**config.mk**
```make
export PLATFORM = sky130hd
export DESIGN_NAME = count_display
export DESIGN_NICKNAME = d
export VERILOG_FILES = /design/src/rtl/count_display.sv
export SDC_FILE = /design/constraint.sdc
export NUM_CORES = 1
export LEC_CHECK = 0
export BUFFER_PORTS_ARGS = -buffer_cell sky130_fd_sc_hd__buf_2
export CORE_MARGIN = 1.5
export CORE_UTILIZATION = 64
export DETAILED_ROUTE_END_ITERATION = 8
export GPL_ROUTABILITY_DRIVEN = 0
export PLACE_DENSITY = 0.92
export SETUP_SLACK_MARGIN = 0.02
export SLEW_MARGIN = 10
export SYNTH_ARGS = -nofsm -noshare
export SYNTH_HDL_FRONTEND = slang
export SYNTH_SLANG_ARGS = --single-unit
```
**constraint.sdc**
```tcl
create_clock -name clock -period 3.2 [get_ports clock]
set_clock_uncertainty 0.1 [all_clocks]
set_input_delay 0.64 -clock clock [delete_from_list [all_inputs] [get_ports clock]]
set_output_delay 0.64 -clock clock [all_outputs]
set_load 0.005 [all_outputs]
```
**src/rtl/count_display.sv**
```systemverilog
// Two-digit multiplexed seven-segment reader for a 6-bit counter value.
// A load converts the value to BCD by shift-add-3, and a prescaler alternates the two digits.
module count_display #(
  parameter int SCAN_DIV = 50000,
  parameter bit BLANK_LZ = 1'b1
) (
  input  logic       clock,
  input  logic       rst,
  input  logic [5:0] count,
  input  logic       load,
  output logic       busy,
  output logic [6:0] seg,
  output logic [1:0] an
);

  localparam int PW = (SCAN_DIV > 1) ? $clog2(SCAN_DIV) : 1;

  typedef enum logic [1:0] {IDLE, SHIFT, DONE} state_t;

  state_t          state_q, state_d;
  logic [5:0]      bin_q, bin_d;
  logic [6:0]      bcd_q, bcd_d;
  logic [2:0]      bitcnt_q, bitcnt_d;
  logic [3:0]      units_q, units_d;
  logic [2:0]      tens_q, tens_d;
  logic [PW-1:0]   presc_q, presc_d;
  logic            sel_q, sel_d;
  logic [6:0]      seg_q, seg_d;
  logic [1:0]      an_q, an_d;
  logic [3:0]      units_adj;
  logic [2:0]      tens_adj;

  // Active-low patterns, bit order {g,f,e,d,c,b,a}.
  function automatic logic [6:0] seg_code(input logic [3:0] d);
    case (d)
      4'd0:    return 7'b100_0000;
      4'd1:    return 7'b111_1001;
      4'd2:    return 7'b010_0100;
      4'd3:    return 7'b011_0000;
      4'd4:    return 7'b001_1001;
      4'd5:    return 7'b001_0010;
      4'd6:    return 7'b000_0010;
      4'd7:    return 7'b111_1000;
      4'd8:    return 7'b000_0000;
      4'd9:    return 7'b001_0000;
      default: return 7'b111_1111;
    endcase
  endfunction

  always_comb begin
    state_d   = state_q;
    bin_d     = bin_q;
    bcd_d     = bcd_q;
    bitcnt_d  = bitcnt_q;
    units_d   = units_q;
    tens_d    = tens_q;
    units_adj = (bcd_q[3:0] >= 4'd5) ? bcd_q[3:0] + 4'd3 : bcd_q[3:0];
    tens_adj  = (bcd_q[6:4] >= 3'd5) ? bcd_q[6:4] + 3'd3 : bcd_q[6:4];
    case (state_q)
      IDLE: begin
        if (load) begin
          bin_d    = count;
          bcd_d    = '0;
          bitcnt_d = 3'd6;
          state_d  = SHIFT;
        end
      end
      SHIFT: begin
        // The top tens bit cannot be set for a 6-bit input, so dropping it is safe.
        bcd_d    = 7'({tens_adj, units_adj, bin_q[5]});
        bin_d    = {bin_q[4:0], 1'b0};
        bitcnt_d = bitcnt_q - 3'd1;
        if (bitcnt_q == 3'd1) state_d = DONE;
      end
      DONE: begin
        units_d = bcd_q[3:0];
        tens_d  = bcd_q[6:4];
        state_d = IDLE;
      end
      default: state_d = IDLE;
    endcase
  end

  always_comb begin
    presc_d = presc_q;
    sel_d   = sel_q;
    seg_d   = seg_q;
    an_d    = an_q;
    if (presc_q == PW'(SCAN_DIV - 1)) begin
      presc_d = '0;
      sel_d   = ~sel_q;
      // sel_q names the digit shown in the slot starting now; it is units after reset.
      if (sel_q) begin
        an_d  = 2'b01;
        seg_d = (BLANK_LZ && tens_q == 3'd0) ? 7'b111_1111 : seg_code({1'b0, tens_q});
      end else begin
        an_d  = 2'b10;
        seg_d = seg_code(units_q);
      end
    end else begin
      presc_d = presc_q + 1'b1;
    end
  end

  always_ff @(posedge clock) begin
    if (rst) begin
      state_q  <= IDLE;
      bin_q    <= '0;
      bcd_q    <= '0;
      bitcnt_q <= '0;
      units_q  <= '0;
      tens_q   <= '0;
      presc_q  <= '0;
      sel_q    <= 1'b0;
      seg_q    <= 7'b111_1111;
      an_q     <= 2'b11;
    end else begin
      state_q  <= state_d;
      bin_q    <= bin_d;
      bcd_q    <= bcd_d;
      bitcnt_q <= bitcnt_d;
      units_q  <= units_d;
      tens_q   <= tens_d;
      presc_q  <= presc_d;
      sel_q    <= sel_d;
      seg_q    <= seg_d;
      an_q     <= an_d;
    end
  end

  assign busy = (state_q != IDLE);
  assign seg  = seg_q;
  assign an   = an_q;

endmodule

```
==> metrics.yaml, run 1 <==
placed_design:
  placed_cell_area_um2: 3030
  dpl.hpwl_um: 4010
  io_buffers: 18
pwr:
  switchingPower_uw: 366
  p_per_area_nw_per_um2: 495
  irDropWorstVdd_mv: 0.429
  comb_power_share_pct: 4.8
  power_frac_seq_pct: 52.2
  intPower_uw: 1230
  p_leak_uw: 0.00137
  swShare_pct: 22.9
  clkPwrFrac_pct: 43.1
clocking:
  postCtsHoldBufs: 0
  clk_latency_ns: 0.34
  cts_max_path_buffers: 2
  clock_sinks: 65
  htree_levels: 3
  tritoncts: "built"
  post_cts_buffers: 0
  cts_resized: 0
  path_clk_slew_ns: 0.07
  cts_root_buffer: "clkbuf_8"
  numCtsBuffers: 9
global_route:
  grt_pass1_vias: 2184
  grt_util_all_layers_pct: 25.5
  grt_antenna_before_repair: 0
  grt_pass1_wl_um: 10000
  grt_max_degree: 21
  grt.overflow.total: 0
synthesis:
  yosys.area_share.simple_pct: 17.6
  synthMuxAreaShare_pct: 6.81
  synthFlopType: "dfxtp_1"
  synth.top_cells.by_area: "dfxtp_1, ha_1, mux2i_1"
  syn-num-nets: 334
  synth_xor_area_share_pct: 5.09
  postSynthAreaPerCell_um2: 9.46
  synth_top_cell_area_share_pct: 44.5
  ys_top_cells_by_count: "dfxtp_1, nor2_1, nand2_1"
  synth_edf_count: 0
  synth_most_common_cell: "dfxtp_1"
  yosysWarnings: 0
  synth_compound_area_share_pct: 14.0
  synth_cell_types: 49
  ys_ff_latch: 65
  synthAdderAreaFrac_pct: 6.85
  synthCells: 309
  synth_top_family_by_area: "simple AND/OR/NAND/NOR gates"
  synth_area_um2: 2920
  yosysSeqAreaShare_pct: 44.5
  async_reset_ff_share_pct: 0
  yosys.area.top_type: "dfxtp_1"
detailed_routing:
  via_per_inst: 5.76
  vias: 2225
  drc_errors: 0
  drt_iter0_markers: 93
  wl_per_cell_um: 15.4
  ant_nets: 0
  firstDrtPassIters: 4
  wl_um: 5940
worst_setup_path:
  cp.arrival_ns: 2.44
  r2r_slack_ns: 0.89
  slowest_delay_ns: 0.56
  critical-path-top-delay-family: "flip-flops"
  path_cells: "nand2b_1 > a31oi_1 > ha_1 > mux2i_1 > mux2_4"
  worstPathMaxFanout: 14
  cp.required_ns: 3.33
  crit_slowest_cell: "dfxtp_1"
  crit_buf_inv: 0
  start_kind: "flip-flop"
  path_class: "reg -> reg"
  end_kind: "flip-flop"
sta:
  relSlewSlack_pct: 25.4
  rsz0062_at_grt: "false"
  setup_viol: 0
  hold_viol_final: 0
  period_share_pct: 72.1
  max_freq_mhz: 434
  worst_pin_slew_ns: 1.11
  tns_ns: 0
  fin_crit_ns: 2.31
  drv_slew: 0
final_layout:
  fill_cells: 302
  nNetsFinal: 354
  final_layout_size_suffix_gt1_share_pct: 14.1
  multiInputGateArea_um2: 1470
  layout.area.seq_um2: 1300
  final_cell_area_um2: 3230
  diodes: 0
  area_delta_synth_final_pct: 10.5
run:
  maxCapViolCount: 0
floorplanning:
  dieHeight_um: 70.6
  die_w_um: 70.6
  start_util_pct: 66.7
  die_area_um2: 4980
  pin_count: 19
  fp-row-count: 24
  fp.coreArea_um2: 4380
min_path:
  hold_path_class: "reg -> reg"
run_status:
  status: "finished, final reports clean"
-- per-stage QoR --
| step | instances | utilization [%] | setup slack, ns | hold WS (ns) | power, µW |
|---|---|---|---|---|---|
| finish | 386 | 73.7 | 0.894 | 0.367 | 1600 |
| global route | 386 | 73.7 | 0.687 | 0.406 | 1650 |
| CTS | 386 | 73.7 | 0.896 | 0.374 | 1610 |
| detailed placement | 370 | 69.2 | 0.892 | 0.359 | 928 |
| global placement | 370 | 69.2 | 1.04 | 0.348 | 925 |
| floorplan | 309 | - | 1.29 | 0.326 | 906 |
-- power by group through the flow --
stage | combinational, µW | sequential (µW) | clock (µW)
final | 76.2 | 834 | 689
after global routing | 84.6 | 836 | 731
after CTS | 75.6 | 834 | 698
after detailed placement | 75.0 | 853 | 0
after global placement | 72.9 | 852 | 0
after floorplan | 57.3 | 849 | 0
-- cells in the final DEF (no fill, tap or decap), types with 3 or more instances in the layout --
cell,synthesis,routed
dfxtp_1,65,65
nor2_1,38,38
nand2_1,20,20
inv_1,19,19
buf_2,5,18
ha_1,16,16
mux2i_1,15,15
xnor2_1,14,14
a21oi_1,11,11
clkbuf_8,0,10
o22ai_1,9,9
o21ai_0,8,8
nand3_1,7,7
o211ai_1,7,7
a22o_1,6,6
nor3_1,6,6
nand2b_1,4,4
nor2b_1,4,4
nor4_1,4,4
buf_4,1,4
nor4bb_1,3,3
xor2_1,3,3
nand4_1,3,3
-- metal layers --
| metal | track usage [%] | wire length, µm | vias to the layer above |
|---|---|---|---|
| met5 | 0 | 0 | - |
| met4 | 9.85 | 72 | 0 |
| met3 | 8.12 | 257 | 6 |
| met2 | 43.2 | 2950 | 54 |
| met1 | 30.4 | 2660 | 1045 |
| li1 | - | - | 1120 |
-- worst reg2reg max path, delay by kind of cell, from the launching register on --
kind            cells  cell delay, ns
compound gates      1            0.53
fa+ha+maj           1            0.27
flops               1            0.56
mux                 2            0.36
simple gates        1            0.37
-- final timing paths --
path / from / end / cells past startpoint
max: state_q[1] / flip-flop / 5
min: presc_q[0] / presc_q[0] / 1
max reg2reg: state_q[1] / flip-flop / 5
min reg2reg: presc_q[0] / presc_q[0] / 1
-- area by class of cell --
type                    instances  share of cell area [%]
multi-input cells             210                    45.5
flip-flops and latches         65                    40.3
clock buffers                  11                    4.38
repair buffers                 22                    3.72
inverters                      21                    2.44
well taps                      52                    2.01
clock inverters                 5                    1.70
-- cells by family (layout without fill, tap and decap cells) --
family,Yosys count,count (layout)
buffers and inverters,34,59
muxes,19,19
DFF,65,65
AOI/OAI and AO/OA,58,58
xor gates and xnor gates,17,17
and+or+nand+nor,100,100
adders and majority gates,16,16
(Power assumes the default switching activity.)
==> run 2: changes to the inputs <==
--- a/config.mk
+++ b/config.mk
@@ -7,10 +7,10 @@
 export LEC_CHECK = 0
 export BUFFER_PORTS_ARGS = -buffer_cell sky130_fd_sc_hd__buf_2
 export CORE_MARGIN = 1.5
-export CORE_UTILIZATION = 64
+export CORE_UTILIZATION = 54
 export DETAILED_ROUTE_END_ITERATION = 8
 export GPL_ROUTABILITY_DRIVEN = 0
-export PLACE_DENSITY = 0.92
+export PLACE_DENSITY = 0.83
 export SETUP_SLACK_MARGIN = 0.02
 export SLEW_MARGIN = 10
 export SYNTH_ARGS = -nofsm -noshare
==> constraint.sdc (replaced) <==
create_clock -name clock -period 1.9 [get_ports clock]
set_clock_uncertainty 0.1 [all_clocks]
set_input_delay 0.38 -clock clock [delete_from_list [all_inputs] [get_ports clock]]
set_output_delay 0.38 -clock clock [all_outputs]
set_load 0.005 [all_outputs]
==> run 2 against run 1 <==
Effect of this change: sequential power increased by 68%; register-to-register slack got worse by 0.85 ns; worst hold slack worse by 0.065 ns; sequential share of layout area is 1.7 points lower; non-clock buffer count grew 14; core utilization fell by 8.5 points; first-iteration DRC count shrank 1.1%; routed wire length shrank 6.0%; total power increased by 62%; cell count is 8.3% higher; design area is 4.4% higher; global-route usage decreased by 5.1 points; largest cell class unchanged; largest power group unchanged.
==> metrics.yaml, run 2 (same netlist as run 1, synthesis figures left out) <==
final_layout:
  layout.area.seq_um2: 1300  # about the same
  final_layout_size_suffix_gt1_share_pct: 19.3  # was 14.1%
  layout_commonest_cell: "dfxtp_1"  # unchanged
  final_cell_mix: "dfxtp_1, nor2_1, nand2_1"  # unchanged
  multiInputGateArea_um2: 1490  # was 1470 µm²
  fill_cells: 410  # was 302
  nNetsFinal: 368  # was 354
  area_delta_synth_final_pct: 15.4  # was 10.5%
  final_cell_area_um2: 3370  # was 3230 µm²
  finalNonFillerCells: 418  # was 386
  diodes: 0  # unchanged
  fin_util_pct: 65.2  # was 73.7%
pwr:
  irDropWorstVdd_mv: 0.478  # was 0.429 mV
  power_uw: 2600  # was 1600 µW
  p_leak_uw: 0.00143  # was 0.00137 µW
  p_per_area_nw_per_um2: 770  # was 495 nW/µm²
global_route:
  grt_pass1_vias: 2177  # was 2,184
  grt_pass1_wl_um: 9540  # was 10000 µm
  grt.overflow.total: 0  # unchanged
  grt_antenna_before_repair: 0  # unchanged
  grt_max_degree: 20  # was 21
  grt_util_all_layers_pct: 20.5  # was 25.5%
placed_design:
  dpl.hpwl_um: 4050  # was 4010 µm
  dp.cells: 402  # was 370
  placed_cell_area_um2: 3160  # was 3030 µm²
  io_buffers: 18  # unchanged
clocking:
  cts_resized: 0  # unchanged
  cts_max_path_buffers: 2  # unchanged
  numCtsBuffers: 9  # unchanged
  cts_root_buffer: "clkbuf_8"  # unchanged
  clock_sinks: 65  # unchanged
  htree_levels: 3  # unchanged
  tritoncts: "built"  # unchanged
  post_cts_buffers: 0  # unchanged
  clk_latency_ns: 0.35  # was 0.34 ns
  path_clk_slew_ns: 0.07  # about the same
  postCtsHoldBufs: 0  # unchanged
floorplanning:
  dieHeight_um: 76.6  # was 70.6 µm
  start_util_pct: 56.5  # was 66.7%
  fp.coreArea_um2: 5170  # was 4380 µm²
  pin_count: 19  # unchanged
  die_w_um: 76.6  # was 70.6 µm
  die_area_um2: 5860  # was 4980 µm²
  fp-row-count: 26  # was 24
min_path:
  hold_path_class: "in -> reg"  # was reg -> reg
  hp-start: "count[0]"  # was presc_q[0]
  min_to: "bin_q[0]"  # was presc_q[0]
  hold_depth: 4  # was 1
detailed_routing:
  via_per_inst: 5.45  # was 5.76
  wl_um: 5590  # was 5940 µm
  wl_per_cell_um: 13.4  # was 15.4 µm
  drc_errors: 0  # unchanged
  drt_iter0_markers: 92  # was 93
  vias: 2279  # was 2,225
  firstDrtPassIters: 4  # unchanged
  ant_nets: 0  # unchanged
worst_setup_path:
  start_kind: "flip-flop"  # unchanged
  r2r_cells: 7  # was 5
  reg2reg_from: "state_q[0]"  # was state_q[1]
  path_class: "reg -> reg"  # unchanged
  r2r_slack_ns: 0.05  # was 0.89 ns
  cp.arrival_ns: 1.97  # was 2.44 ns
  end_kind: "flip-flop"  # unchanged
  worstPathMaxFanout: 19  # was 14
  cp.required_ns: 2.01  # was 3.33 ns
sta:
  drv_slew: 0  # unchanged
  period_share_pct: 97.6  # was 72.1%
  fin_crit_ns: 1.85  # was 2.31 ns
  tns_ns: 0  # unchanged
  max_freq_mhz: 539  # was 434 MHz
  relSlewSlack_pct: 67.6  # was 25.4%
  hold_viol_final: 0  # unchanged
  worst_pin_slew_ns: 0.485  # was 1.11 ns
  setup_viol: 0  # unchanged
run:
  maxCapViolCount: 0  # unchanged
run_status:
  status: "finished, final reports clean"  # unchanged
## run 2: area by class of cell
| class | instances | share of cell area [%] |
|---|---|---|
| Clock buffer | 10 | 4.08 |
| Clock inverter | 6 | 1.26 |
| Inverter | 21 | 2.34 |
| Multi-Input combinational cell | 210 | 44.3 |
| Sequential cell | 65 | 38.6 |
| Tap cell | 70 | 2.60 |
| Timing Repair Buffer | 36 | 6.79 |
## run 2: worst max-delay path by stage
stage / startpoint / end / cells after the start
floorplan: state_q[0] / flip-flop / 6
global placement: rst / flip-flop / 7
detailed placement: rst / flip-flop / 7
CTS: state_q[0] / flip-flop / 7
global route: state_q[0] / flip-flop / 7
finish: state_q[0] / flip-flop / 7
## run 2: power by group
group	total (µW)	internal, µW	leakage [µW]	switching, µW
Sequential	1400	1390	0.000527	18.5
Clock	1050	510	0.0000887	540
Combinational	143	64.1	0.000815	79.3
Total	2600	1960	0.00143	638
## run 2: critical path, cell delays in order, from the launching register on
cell and delay, ns:
dfxtp_1 0.32, buf_6 0.15, nor4bb_2 0.38, a31oi_1 0.07
buf_4 0.17, ha_1 0.29, mux2i_1 0.15, a21oi_1 0.08
## run 2: through the flow
stage	setup slack, ns	hold slack [ns]
final	0.0451	0.303
after global routing	-0.0333	0.303
after CTS	0.0262	0.281
after detailed placement	0.0324	0.354
after global placement	0.0853	0.337
after floorplan	0.158	0.326
## run 2: metal layers
layer  track usage, %  wire, µm  vias up
met5                0         0        -
met2             34.2      2720       37
met4             6.85        65        0
li1                 -         -     1147
met3             7.90       250        7
met1             23.9      2550     1088
==> run 3: changes to the inputs <==
--- a/config.mk
+++ b/config.mk
@@ -7,10 +7,11 @@
 export LEC_CHECK = 0
 export BUFFER_PORTS_ARGS = -buffer_cell sky130_fd_sc_hd__buf_2
 export CORE_MARGIN = 1.5
-export CORE_UTILIZATION = 54
+export CORE_UTILIZATION = 56
+export CTS_BUF_LIST = sky130_fd_sc_hd__clkbuf_4
 export DETAILED_ROUTE_END_ITERATION = 8
 export GPL_ROUTABILITY_DRIVEN = 0
-export PLACE_DENSITY = 0.83
+export PLACE_DENSITY = 0.85
 export SETUP_SLACK_MARGIN = 0.02
 export SLEW_MARGIN = 10
 export SYNTH_ARGS = -nofsm -noshare
==> run 3 against run 2 <==
Effect of this change: design area fell by 1.8%; core utilization about the same; critical path depth is the same; cell count is 0.24% higher; die area is 3.4% lower; sequential share of layout area grew 0.72 points; global-route usage rose by 0.81 points; flip-flop and latch count did not move; non-clock buffer count grew 2; clock power down 29%; register-to-register slack better by 0.05 ns; via count shrank 1.6%; critical path type unchanged; highest routed layer unchanged.
==> metrics.yaml, run 3 (same netlist as run 1, synthesis figures left out) <==
run_status:
  status: "finished, final reports clean"  # unchanged
clocking:
  tritoncts: "built"  # unchanged
  cts_max_path_buffers: 2  # unchanged
  post_cts_buffers: 0  # unchanged
  cts_root_buffer: "clkbuf_4"  # was clkbuf_8
  clock_sinks: 65  # unchanged
  htree_levels: 3  # unchanged
  clk_latency_ns: 0.40  # was 0.35 ns
  numCtsBuffers: 9  # unchanged
  path_clk_slew_ns: 0.10  # was 0.07 ns
global_route:
  grt_max_degree: 21  # was 20
  grt.overflow.total: 0  # unchanged
  grt_antenna_before_repair: 0  # unchanged
  grt_pass1_vias: 2104  # was 2,177
  grt_util_all_layers_pct: 21.3  # was 20.5%
  grt_pass1_wl_um: 8980  # was 9540 µm
detailed_routing:
  via_per_inst: 5.35  # was 5.45
  drt_iter0_markers: 81  # was 92
  ant_nets: 0  # unchanged
  wl_um: 5580  # was 5590 µm
  firstDrtPassIters: 4  # unchanged
  drc_errors: 0  # unchanged
  vias: 2243  # was 2,279
  wl_per_cell_um: 13.3  # was 13.4 µm
sta:
  period_share_pct: 95.0  # was 97.6%
  drv_slew: 0  # unchanged
  max_freq_mhz: 554  # was 539 MHz
  relSlewSlack_pct: 40.4  # was 67.6%
  worst_pin_slew_ns: 0.886  # was 0.485 ns
  fin_crit_ns: 1.80  # was 1.85 ns
  rsz0062_at_grt: "false"
  setup_viol: 0  # unchanged
  setup_ws_ns: 0.0951  # was 0.0451 ns
  hold_viol_final: 0  # unchanged
  whs_ns: 0.233  # was 0.303 ns
run:
  maxCapViolCount: 0  # unchanged
pwr:
  p_per_area_nw_per_um2: 692  # was 770 nW/µm²
  p_leak_uw: 0.00142  # was 0.00143 µW
  irDropWorstVdd_mv: 0.504  # was 0.478 mV
final_layout:
  nNetsFinal: 370  # was 368
  fin_util_pct: 65.2  # about the same
  final_layout_size_suffix_gt1_share_pct: 19.2  # was 19.3%
  fill_cells: 422  # was 410
  area_delta_synth_final_pct: 13.3  # was 15.4%
  layout_commonest_cell: "dfxtp_1"  # unchanged
  diodes: 0  # unchanged
  final_cell_mix: "dfxtp_1, nor2_1, nand2_1"  # unchanged
floorplanning:
  dieHeight_um: 75.2  # was 76.6 µm
  pin_count: 19  # unchanged
  die_w_um: 75.2  # was 76.6 µm
  start_util_pct: 57.6  # was 56.5%
  fp.coreArea_um2: 5070  # was 5170 µm²
  fp-row-count: 26  # unchanged
  die_area_um2: 5660  # was 5860 µm²
worst_setup_path:
  crit_slowest_cell: "dfxtp_1"  # was nor4bb_2
  slowest_delay_ns: 0.37  # was 0.38 ns
  cp.required_ns: 2.09  # was 2.01 ns
  r2r_slack_ns: 0.1  # was 0.05 ns
  path_class: "reg -> reg"  # unchanged
  cp.arrival_ns: 2.00  # was 1.97 ns
  end_kind: "flip-flop"  # unchanged
  start_kind: "flip-flop"  # unchanged
  worstPathMaxFanout: 19  # unchanged
  path_cells: "buf_6 > and4bb_1 > a31o_4 > inv_2 > ha_1 > nand2_1 > mux2_4"  # was buf_6 > nor4bb_2 > a31oi_1 > buf_4 > ha_1 > mux2i_1 > a21oi_1
min_path:
  hold_path_class: "in -> reg"  # unchanged
placed_design:
  preCtsSetupSlack_ns: -0.00853  # was 0.0324 ns
  io_buffers: 18  # unchanged
  dpl.hpwl_um: 4030  # was 4050 µm
==> run 3: final timing paths <==
kind                    from    endpoint  cells past startpoint
setup / recovery  state_q[0]   flip-flop                      7
hold / removal      count[0]    bin_q[0]                      4
setup reg to reg  state_q[0]   flip-flop                      7
hold reg to reg   presc_q[0]  presc_q[0]                      1
==> run 3: through the flow <==
step	std cells	power, µW	TNS, ns	instance area (µm²)
global route	419	2400	0	3310
detailed placement	404	1570	-0.00853	3180
floorplan	309	1530	0	2920
finish	419	2290	0	3310
global placement	404	1570	0	3180
CTS	419	2310	0	3280
==> run 3: critical path, delay by kind of cell (launching register included) <==
family                   cells  cell delay, ns
AND/OR/NAND/NOR              2            0.28
AO/OA/AOI/OAI                1            0.24
multiplexers                 1            0.27
buffers and inverters        2            0.27
adder cells (fa/ha/maj)      1            0.17
flip-flops                   1            0.37
==> run 3: repair_timing <==
item / in CTS / in global routing
pin swaps: 0 / 0
setup endpoints to repair: 1 / 5
gates cloned: 0 / 0
resized for setup: 1 / 7
hold buffers: 0 / 0
==> run 3: cell type report <==
cell class	count	area, µm²	area share [%]
clock buffer	11	82.6	2.49
clock inverter	4	21.3	0.642
inverter	21	78.8	2.38
multi-input combinational	210	1490	45.1
sequential	65	1300	39.3
tap	70	87.6	2.65
timing repair buffer	38	244	7.37
==> run 3: power breakdown <==
part	switching, µW	internal (µW)	leakage [µW]
Sequential	18.0	1390	0.000527
Combinational	78.8	65.6	0.000828
Clock	460	283	0.0000601
==> run 3: routing by layer <==
layer  wire length [µm]  track usage (%)  vias up
met2               2710             35.8       25
met5                  0                0        -
met1               2570             24.6     1055
met4                125             8.73        0
li1                   -                -     1150
met3                173             7.63       13
